<file path="src/rtl/uart_mmio_pkg.sv">
// Shared definitions for the UART MMIO bridge: register byte offsets,
// STATUS bit positions and the TX/RX state machine encodings.
package uart_mmio_pkg;

    localparam logic [3:0] REG_TXDATA = 4'h0;
    localparam logic [3:0] REG_RXDATA = 4'h4;
    localparam logic [3:0] REG_STATUS = 4'h8;

    localparam int ST_TX_FULL     = 0;
    localparam int ST_TX_EMPTY    = 1;
    localparam int ST_RX_VALID    = 2;
    localparam int ST_RX_OVERRUN  = 3;
    localparam int ST_TX_OVERFLOW = 4;
    localparam int ST_TX_IDLE     = 5;

    typedef enum logic [1:0] {
        TX_IDLE,
        TX_ISSUE,
        TX_WAIT_BUSY,
        TX_WAIT_DONE
    } tx_state_e;

    typedef enum logic [1:0] {
        RX_IDLE,
        RX_CLR,
        RX_WAIT
    } rx_state_e;

endpackage

</file>
<file path="src/rtl/uart_tx_fifo.sv">
// Byte-wide synchronous FIFO buffering CPU stores for the UART transmitter.
// Ports: clk/rst, push/din (write), pop/dout (head, combinational), full, empty.
module uart_tx_fifo #(
    parameter int DEPTH = 8
) (
    input  logic       clk,
    input  logic       rst,
    input  logic       push,
    input  logic       pop,
    input  logic [7:0] din,
    output logic [7:0] dout,
    output logic       full,
    output logic       empty
);

    localparam int AW = $clog2(DEPTH);

    logic [7:0]  mem [DEPTH];
    logic [AW:0] wr_ptr;
    logic [AW:0] rd_ptr;

    always_ff @(posedge clk or posedge rst) begin
        if (rst) begin
            wr_ptr <= '0;
            rd_ptr <= '0;
        end else begin
            if (push && !full)
                wr_ptr <= wr_ptr + (AW+1)'(1);
            if (pop && !empty)
                rd_ptr <= rd_ptr + (AW+1)'(1);
        end
    end

    always_ff @(posedge clk) begin
        if (push && !full)
            mem[wr_ptr[AW-1:0]] <= din;
    end

    assign dout  = mem[rd_ptr[AW-1:0]];
    assign empty = (wr_ptr == rd_ptr);
    // Same slot, opposite lap: the writer is a whole buffer ahead.
    assign full  = (wr_ptr[AW] != rd_ptr[AW]) &&
                   (wr_ptr[AW-1:0] == rd_ptr[AW-1:0]);

endmodule

</file>
<file path="src/rtl/uart_mmio_bridge.sv">
// Memory-mapped CPU front end for the UART: TXDATA/RXDATA/STATUS window,
// TX FIFO drained via data_in/wr_en paced by Tx_busy, RX capture with ready_clr.
// Ports: clk_50m, rst; CPU bus addr/wdata/we/re/rdata;
//        UART data_in/wr_en/Tx_busy (TX) and data_out/ready/ready_clr (RX).
module uart_mmio_bridge
    import uart_mmio_pkg::*;
#(
    parameter logic [31:0] BASE_ADDR    = 32'h8000_0000,
    parameter int          FIFO_DEPTH   = 8,
    parameter int          BUSY_TIMEOUT = 15
) (
    input  logic        clk_50m,
    input  logic        rst,
    input  logic [31:0] addr,
    input  logic [31:0] wdata,
    input  logic        we,
    input  logic        re,
    output logic [31:0] rdata,
    output logic [7:0]  data_in,
    output logic        wr_en,
    input  logic        Tx_busy,
    input  logic [7:0]  data_out,
    input  logic        ready,
    output logic        ready_clr
);

    localparam int CW = $clog2(BUSY_TIMEOUT + 1);

    logic       sel;
    logic [3:0] off;
    logic       wr_tx;
    logic       wr_st;
    logic       rd_rx;

    logic       fifo_push;
    logic       fifo_pop;
    logic [7:0] fifo_head;
    logic       fifo_full;
    logic       fifo_empty;

    tx_state_e  tx_state;
    tx_state_e  tx_next;
    logic [CW-1:0] busy_cnt;
    logic [CW-1:0] cnt_next;
    logic       load_byte;

    rx_state_e  rx_state;
    rx_state_e  rx_next;
    logic       capture;
    logic       ovr_set;

    logic [7:0] rx_byte;
    logic       rx_valid;
    logic       rx_overrun;
    logic       tx_overflow;
    logic       tx_idle;
    logic       ovf_set;
    logic [31:0] status;

    logic       unused_bits;

    assign sel   = (addr[31:4] == BASE_ADDR[31:4]);
    assign off   = {addr[3:2], 2'b00};
    assign wr_tx = sel && we && (off == REG_TXDATA);
    assign wr_st = sel && we && (off == REG_STATUS);
    assign rd_rx = sel && re && (off == REG_RXDATA);

    // Fullness is judged before any same-edge pop, so a push that meets
    // a full FIFO is dropped even while ISSUE is popping.
    assign fifo_push = wr_tx && !fifo_full;
    assign ovf_set   = wr_tx && fifo_full;

    assign unused_bits = ^{addr[1:0], wdata[31:8]};

    uart_tx_fifo #(
        .DEPTH (FIFO_DEPTH)
    ) u_fifo (
        .clk   (clk_50m),
        .rst   (rst),
        .push  (fifo_push),
        .pop   (fifo_pop),
        .din   (wdata[7:0]),
        .dout  (fifo_head),
        .full  (fifo_full),
        .empty (fifo_empty)
    );

    // TX state machine
    always_ff @(posedge clk_50m or posedge rst) begin
        if (rst) begin
            tx_state <= TX_IDLE;
            busy_cnt <= '0;
            data_in  <= '0;
        end else begin
            tx_state <= tx_next;
            busy_cnt <= cnt_next;
            if (load_byte)
                data_in <= fifo_head;
        end
    end

    always_comb begin
        tx_next   = tx_state;
        cnt_next  = busy_cnt;
        fifo_pop  = 1'b0;
        load_byte = 1'b0;
        unique case (tx_state)
            TX_IDLE: begin
                if (!fifo_empty && !Tx_busy) begin
                    tx_next   = TX_ISSUE;
                    load_byte = 1'b1;
                end
            end
            TX_ISSUE: begin
                fifo_pop = 1'b1;
                cnt_next = '0;
                tx_next  = TX_WAIT_BUSY;
            end
            TX_WAIT_BUSY: begin
                // A transmitter that never raises busy must not wedge
                // the queue; the byte is then treated as sent.
                if (Tx_busy)
                    tx_next = TX_WAIT_DONE;
                else if (busy_cnt == CW'(BUSY_TIMEOUT - 1))
                    tx_next = TX_IDLE;
                else
                    cnt_next = busy_cnt + CW'(1);
            end
            TX_WAIT_DONE: begin
                if (!Tx_busy)
                    tx_next = TX_IDLE;
            end
            default: tx_next = TX_IDLE;
        endcase
    end

    assign wr_en = (tx_state == TX_ISSUE);

    // RX state machine
    always_ff @(posedge clk_50m or posedge rst) begin
        if (rst) begin
            rx_state  <= RX_IDLE;
            ready_clr <= 1'b0;
        end else begin
            rx_state  <= rx_next;
            ready_clr <= (rx_state == RX_CLR);
        end
    end

    always_comb begin
        rx_next = rx_state;
        capture = 1'b0;
        ovr_set = 1'b0;
        unique case (rx_state)
            RX_IDLE: begin
                if (ready) begin
                    rx_next = RX_CLR;
                    // A same-edge RXDATA read frees the holding register.
                    if (!rx_valid || rd_rx)
                        capture = 1'b1;
                    else
                        ovr_set = 1'b1;
                end
            end
            RX_CLR: rx_next = RX_WAIT;
            RX_WAIT: begin
                if (!ready)
                    rx_next = RX_IDLE;
            end
            default: rx_next = RX_IDLE;
        endcase
    end

    // Holding register and sticky flags; a set beats a same-edge W1C.
    always_ff @(posedge clk_50m or posedge rst) begin
        if (rst) begin
            rx_byte     <= '0;
            rx_valid    <= 1'b0;
            rx_overrun  <= 1'b0;
            tx_overflow <= 1'b0;
        end else begin
            if (capture)
                rx_byte <= data_out;
            if (capture)
                rx_valid <= 1'b1;
            else if (rd_rx)
                rx_valid <= 1'b0;
            rx_overrun  <= ovr_set ||
                (rx_overrun && !(wr_st && wdata[ST_RX_OVERRUN]));
            tx_overflow <= ovf_set ||
                (tx_overflow && !(wr_st && wdata[ST_TX_OVERFLOW]));
        end
    end

    assign tx_idle = fifo_empty && (tx_state == TX_IDLE) && !Tx_busy;

    always_comb begin
        status                 = '0;
        status[ST_TX_FULL]     = fifo_full;
        status[ST_TX_EMPTY]    = fifo_empty;
        status[ST_RX_VALID]    = rx_valid;
        status[ST_RX_OVERRUN]  = rx_overrun;
        status[ST_TX_OVERFLOW] = tx_overflow;
        status[ST_TX_IDLE]     = tx_idle;
    end

    always_comb begin
        rdata = '0;
        if (sel) begin
            unique case (off)
                REG_RXDATA: rdata = {24'b0, rx_byte};
                REG_STATUS: rdata = status;
                default:    rdata = '0;
            endcase
        end
    end

endmodule
</file>
<file path="config.mk">
export PLATFORM = sky130hd
export DESIGN_NAME = uart_mmio_bridge
export DESIGN_NICKNAME = d
export VERILOG_FILES = /design/src/rtl/uart_mmio_pkg.sv /design/src/rtl/uart_tx_fifo.sv /design/src/rtl/uart_mmio_bridge.sv
export SDC_FILE = /design/constraint.sdc
export NUM_CORES = 1
export LEC_CHECK = 0
export CORE_UTILIZATION = 25
export CTS_BUF_LIST = sky130_fd_sc_hd__clkbuf_8
export CTS_CLUSTER_SIZE = 14
export DETAILED_ROUTE_END_ITERATION = 6
export GPL_TIMING_DRIVEN = 0
export RECOVER_POWER = 25
export SLEW_MARGIN = 20
export SYNTH_ARGS = -nofsm -noshare
export SYNTH_HDL_FRONTEND = slang
export SYNTH_HIERARCHICAL = 1
export SYNTH_SLANG_ARGS = --single-unit
</file>
<file path="constraint.sdc">
create_clock -name clk_50m -period 2.8 [get_ports clk_50m]
set_input_delay 0.42 -clock clk_50m [delete_from_list [all_inputs] [get_ports clk_50m]]
set_output_delay 0.42 -clock clk_50m [all_outputs]
set_load 0.03 [all_outputs]
</file>
== After elaboration in Yosys (flattened, before gate mapping) ==
Memories as Yosys holds them, arrays and structs flattened. A register that Yosys moved wholly into a read port is not among the register bits.
Cells that the tools add are included.
W data, S select, Z words.
Word-level totals
  register bits after elaboration: 28
  RAM bits: 64
  input bits: 78
  output and inout port bits: 42
  word-level logic and storage cells: 93
  memories kept: 1
Memories
  u_fifo.mem: depth 8, width 8, rd ports 1, clocked after memory_dff 1, write ports 1, RTL line uart_tx_fifo.sv:18  | logic [7:0] mem [DEPTH];
Operators by class
  add/sub/neg operators: 3
  equality and inequality tests: 19
  muxes and demuxes: 26
  reductions and logical operators: 34
Operator list (number)
  $eq A28 B28 Y1 const B: 1
  $logic_and A1 B1 Y1: 17
  $pmux W8 S2: 1
  $mux W1: 13
  $add A4 B1 Y4 const B: 3
  $mux W2: 6
  $ne A2 B2 Y1 const B: 6
  $eq A2 B2 Y1 const B: 4
  $mux W4: 2
  $mux W8: 1
  $pmux W2 S4: 1
  $pmux W4 S2: 1
  $eq A2 B1 Y1 const B: 3
  $logic_not A1 Y1: 6
  $pmux W2 S3: 1
  $reduce_and A3 Y1: 2
  $eq A4 B4 Y1: 1
  $eq A4 B4 Y1 const B: 1
  $logic_not A2 Y1: 2
  $logic_not A4 Y1: 1
  $reduce_bool A2 Y1: 2
  $eq A3 B3 Y1: 1
  $logic_or A1 B1 Y1: 3
  $ne A3 B3 Y1 const B: 1
  other kinds (2): 2

== Longest topological paths before layout ==
  depth in word-level cells: 8
  mapped depth: 9

== Hierarchy ==
Netlist, hierarchy kept.
By module, submodules not included
  uart_tx_fifo: instances 1, cells each 152, area an instance 3101.7 um^2
  uart_mmio_bridge: instances 1, cells each 215, area an instance 1980.6 um^2

== Worst setup path before layout ==
No wires, ideal clock.
  kind: register to register
  start point: register u_fifo.wr_ptr[0]
  end point: memory u_fifo.mem[4][0] (enable)
  arrival time: 2.434 ns
  required time: 2.405 ns
  path slack: -0.028 ns
  cell stages (with the launch flop): 7
  cells stage by stage: dfrtp_1 -> buf_4 -> xor2_2 -> nor4_2 -> and4b_1 -> nand2_1 -> nor4_1
On the way
  cells in the longest elaborated chain, start to end: 7
Ends and longest elaborated chain
  start: declaration: RTL line uart_tx_fifo.sv:19  | logic [AW:0] wr_ptr;
  start signal: assignment: RTL line uart_tx_fifo.sv:28  | wr_ptr <= wr_ptr + (AW+1)'(1);
  $eq A3 B3 Y1: RTL line uart_tx_fifo.sv:43  | (wr_ptr[AW-1:0] == rd_ptr[AW-1:0]);
  $logic_and A1 B1 Y1: RTL line uart_tx_fifo.sv:42  | assign full = (wr_ptr[AW] != rd_ptr[AW]) &&
  net fifo_full: RTL line uart_mmio_bridge.sv:38  | logic fifo_full;
  $logic_not A1 Y1: RTL line uart_mmio_bridge.sv:70  | assign fifo_push = wr_tx && !fifo_full;
  $logic_and A1 B1 Y1: RTL line uart_mmio_bridge.sv:70
  net fifo_push: RTL line uart_mmio_bridge.sv:35  | logic fifo_push;
  $logic_and A1 B1 Y1: RTL line uart_tx_fifo.sv:35  | if (push && !full)
  $mux W1: RTL line uart_tx_fifo.sv:35
  $mux W1 (not written as such): RTL line uart_tx_fifo.sv:36  | mem[wr_ptr[AW-1:0]] <= din;
  end: declaration: RTL line uart_tx_fifo.sv:18
The timed path passes the listed nets, and every way through them passes these cells.

== Final worst setup path ==
  start point: input addr[27]
  end point: output rdata[7]
On the way
  cells in the longest elaborated chain, start to end: 2
Ends and longest elaborated chain
  start: declaration: RTL line uart_mmio_bridge.sv:14  | input logic [31:0] addr,
  $eq A28 B28 Y1: RTL line uart_mmio_bridge.sv:62  | assign sel = (addr[31:4] == BASE_ADDR[31:4]);
  $mux W8: RTL line uart_mmio_bridge.sv:209  | if (sel) begin
  end: declaration: RTL line uart_mmio_bridge.sv:18  | output logic [31:0] rdata,
Every way passes these cells.

==> results.cfg <==
[outcome]
outcome = completed

[routing]
drt_iter0_drc = 191
firstDrtPassIters = 4
drtAntennaViolNets = 0
routed_wl_um = 11300
dr_total_vias = 3372
routed_via_density = 4.50
wire_per_inst_um = 15.1
drc_errors = 0

[worst_hold_path]
min_path_type = in2async

[timing]
hold_viol = 0
clock_skew_ns = 0.0103
tightest_slew_ns = 1.04
setup_viol = 0
setup-tns-final_ns = 0
max_freq_ghz = 0.368
layout_setup_ws_ns = 0.0858
slew_headroom = 0.300
min_period_over_period = 0.969
period_minus_slack_ns = 2.71
maxSlewViolCount = 0

[power_and_ir_drop]
power.density_mw_per_mm2 = 435
vdd_drop_max_uv = 178
power_uw = 2890
leakage_uw = 0.00251

[placement]
dp_hpwl_um = 8000
post-place-ws_ns = -0.733
port-buffer-count = 69
gp_congestion = 0.771

[cells_and_area]
num_antenna_cells = 0
final_layout_size_suffix_gt1_frac = 0.289
nFillCells = 1883
regArea_mm2 = 0.00282
areaGrowthSynthToFinish_pct = 30.6
nets = 570
multi_input_area_mm2 = 0.00212

[floorplanning]
pin_count = 120
die_y_um = 145
fp-row-count = 51
start_util = 0.258
core_area_mm2 = 0.0197
die-area_mm2 = 0.0209
die_x_um = 145

[synth]
synth_top_flop_cell = edfxtp_1
ys_types = 57
yosysMostFrequentCell = edfxtp_1
netlist_top_cells_area = edfxtp_1 38%, dfrtp_1 18%, mux4_2 7.1%
yosys_warnings = 6
synth_seq_area_share = 0.555
async_flop_share = 0.360
synth_top_area_share = 0.378
yosysTopAreaCell = edfxtp_1
synth_edf_count = 64
synthTopCellsByCount = 64 x edfxtp_1, 36 x dfrtp_1, 29 x buf_4
ys_ff_latch = 100
netlist_area_mm2 = 0.00508
synth_cells = 367
syn-mean-instance-area_um2 = 13.8

[clocking]
clkLatencyLatePin_ns = 0.38
cts_num_sinks = 100
htreeDepth = 3
root_buffer = clkbuf_8
cts.clk_slew.worst_paths_ns = 0.10
ctsHoldBuffers = 0
clockBufferDepth = 2
cts_inserted_buffers = 9
cts_tree = done

[setup_path]
rr_startpoint = u_fifo/wr_ptr[0]
cp.arrival_ns = 2.29
crit_type = in2out
critPathMaxFanout = 10
startpoint = addr[27]
required_ns = 2.38
crit_path_end_kind = output port
start_kind = input pin

[flow_run]
drv_cap = 0

[global_routing]
antenna_found_initial = 0
grtUsageTotal = 0.113
grt_pass1_wl_um = 17600
grt_start_max_net_pins = 29
gr-total-overflow = 0
grt_pass1_vias = 3357
-- cell families (layout without fill, tap and decap cells) --
family | count (synthesis) | after routing | synth area share
muxes | 34 | 34 | 0.112
DFF | 100 | 100 | 0.555
buffers and inverters | 54 | 149 | 0.0704
and+or+nand+nor | 105 | 105 | 0.123
adders and majority gates | 12 | 12 | 0.0295
AOI/OAI and AO/OA | 52 | 52 | 0.0839
xor gates and xnor gates | 9 | 9 | 0.0244
other | 1 | 24 | 0.000738
-- per-stage QoR --
stage / utilization / area [um^2] / cells / hold WS, ns
finish: 0.337 / 6640 / 750 / 0.467
global placement: 0.314 / 6200 / 724 / 0.444
CTS: 0.332 / 6550 / 744 / 0.331
detailed placement: 0.315 / 6210 / 724 / 0.454
global route: 0.337 / 6640 / 750 / 0.470
floorplan: - / 5170 / 390 / 0.236
-- worst max-delay path, cell delays in order --
cell and delay (ns):
clkdlybuf4s50_1 0.40, nor4_1 0.35, nand3_1 0.12, buf_4 0.18, nor2_2 0.15, buf_4 0.20, and3_1 0.17, clkdlybuf4s15_2 0.30
-- layer usage --
metal | vias up | track usage | part of all wire
li1 | 1581 | - | -
met4 | 0 | 0.0443 | 0.017
met3 | 15 | 0.0265 | 0.042
met1 | 1681 | 0.134 | 0.42
met5 | - | 0 | 0
met2 | 95 | 0.195 | 0.53
-- flip-flops by register name, indices dropped and copies added (netlist names), 2 cells and up --
name / count
u_fifo/rd_ptr: 4
rx_state: 2
u_fifo/wr_ptr: 4
u_fifo/mem: 64
busy_cnt: 4
rx_byte: 8
data_in: 8
tx_state: 2
-- repair_timing --
item,CTS,global route
gates resized for setup,35,16
pin swaps,3,6
setup endpoints to repair,72,72
buffers inserted,4,6
-- placed cells by master, fill, tap and decap left out, types with 4 or more instances in the layout --
cell,Yosys,routed
edfxtp_1,64,64
clkdlybuf4s50_1,0,54
buf_4,29,38
dfrtp_1,36,35
conb_1,1,24
and3_1,21,21
mux2_2,16,16
nand2_1,16,16
mux4_2,16,16
nor2_1,21,15
nand3_1,12,12
ha_1,12,12
inv_1,12,11
clkbuf_8,0,9
a211oi_1,8,8
o211ai_1,8,8
o21ai_0,7,7
dlygate4sd3_1,0,7
a21oi_1,7,6
clkbuf_2,1,5
nor4_2,4,5
buf_2,5,5
nand4_1,5,5
a22oi_1,5,5
xnor2_1,5,4
buf_12,1,4
nor2_4,0,4
-- final cells by class --
class / count / share of cell area
Buffer: 41 / 0.0469
Timing Repair Buffer: 79 / 0.117
Clock inverter: 7 / 0.0155
Tap cell: 265 / 0.0500
Sequential cell: 100 / 0.426
Clock buffer: 9 / 0.0187
Multi-Input combinational cell: 236 / 0.319
Inverter: 13 / 0.00735
-- final timing paths --
check / endpoint / slack, ns / depth (start not counted)
max: rdata[7] / 0.09 / 8
min: u_fifo/wr_ptr[0] / 0.47 / 2
max reg2reg: u_fifo/mem[0][5] / 0.16 / 8
min reg2reg: ready_clr / 0.48 / 1
max in group asynchronous: rx_byte[0] / 1.77 / 2
min in group clk_50m: ready_clr / 0.48 / 1
-- power breakdown --
part / total (uW) / switching [uW] / internal [uW] / leakage [uW]
combinational: 293 / 162 / 131 / 0.00138
sequential: 1600 / 8.54 / 1590 / 0.00102
clock: 999 / 554 / 445 / 0.000113
total: 2890 / 725 / 2160 / 0.00251
No activity file was read; power rests on OpenSTA's default activity.
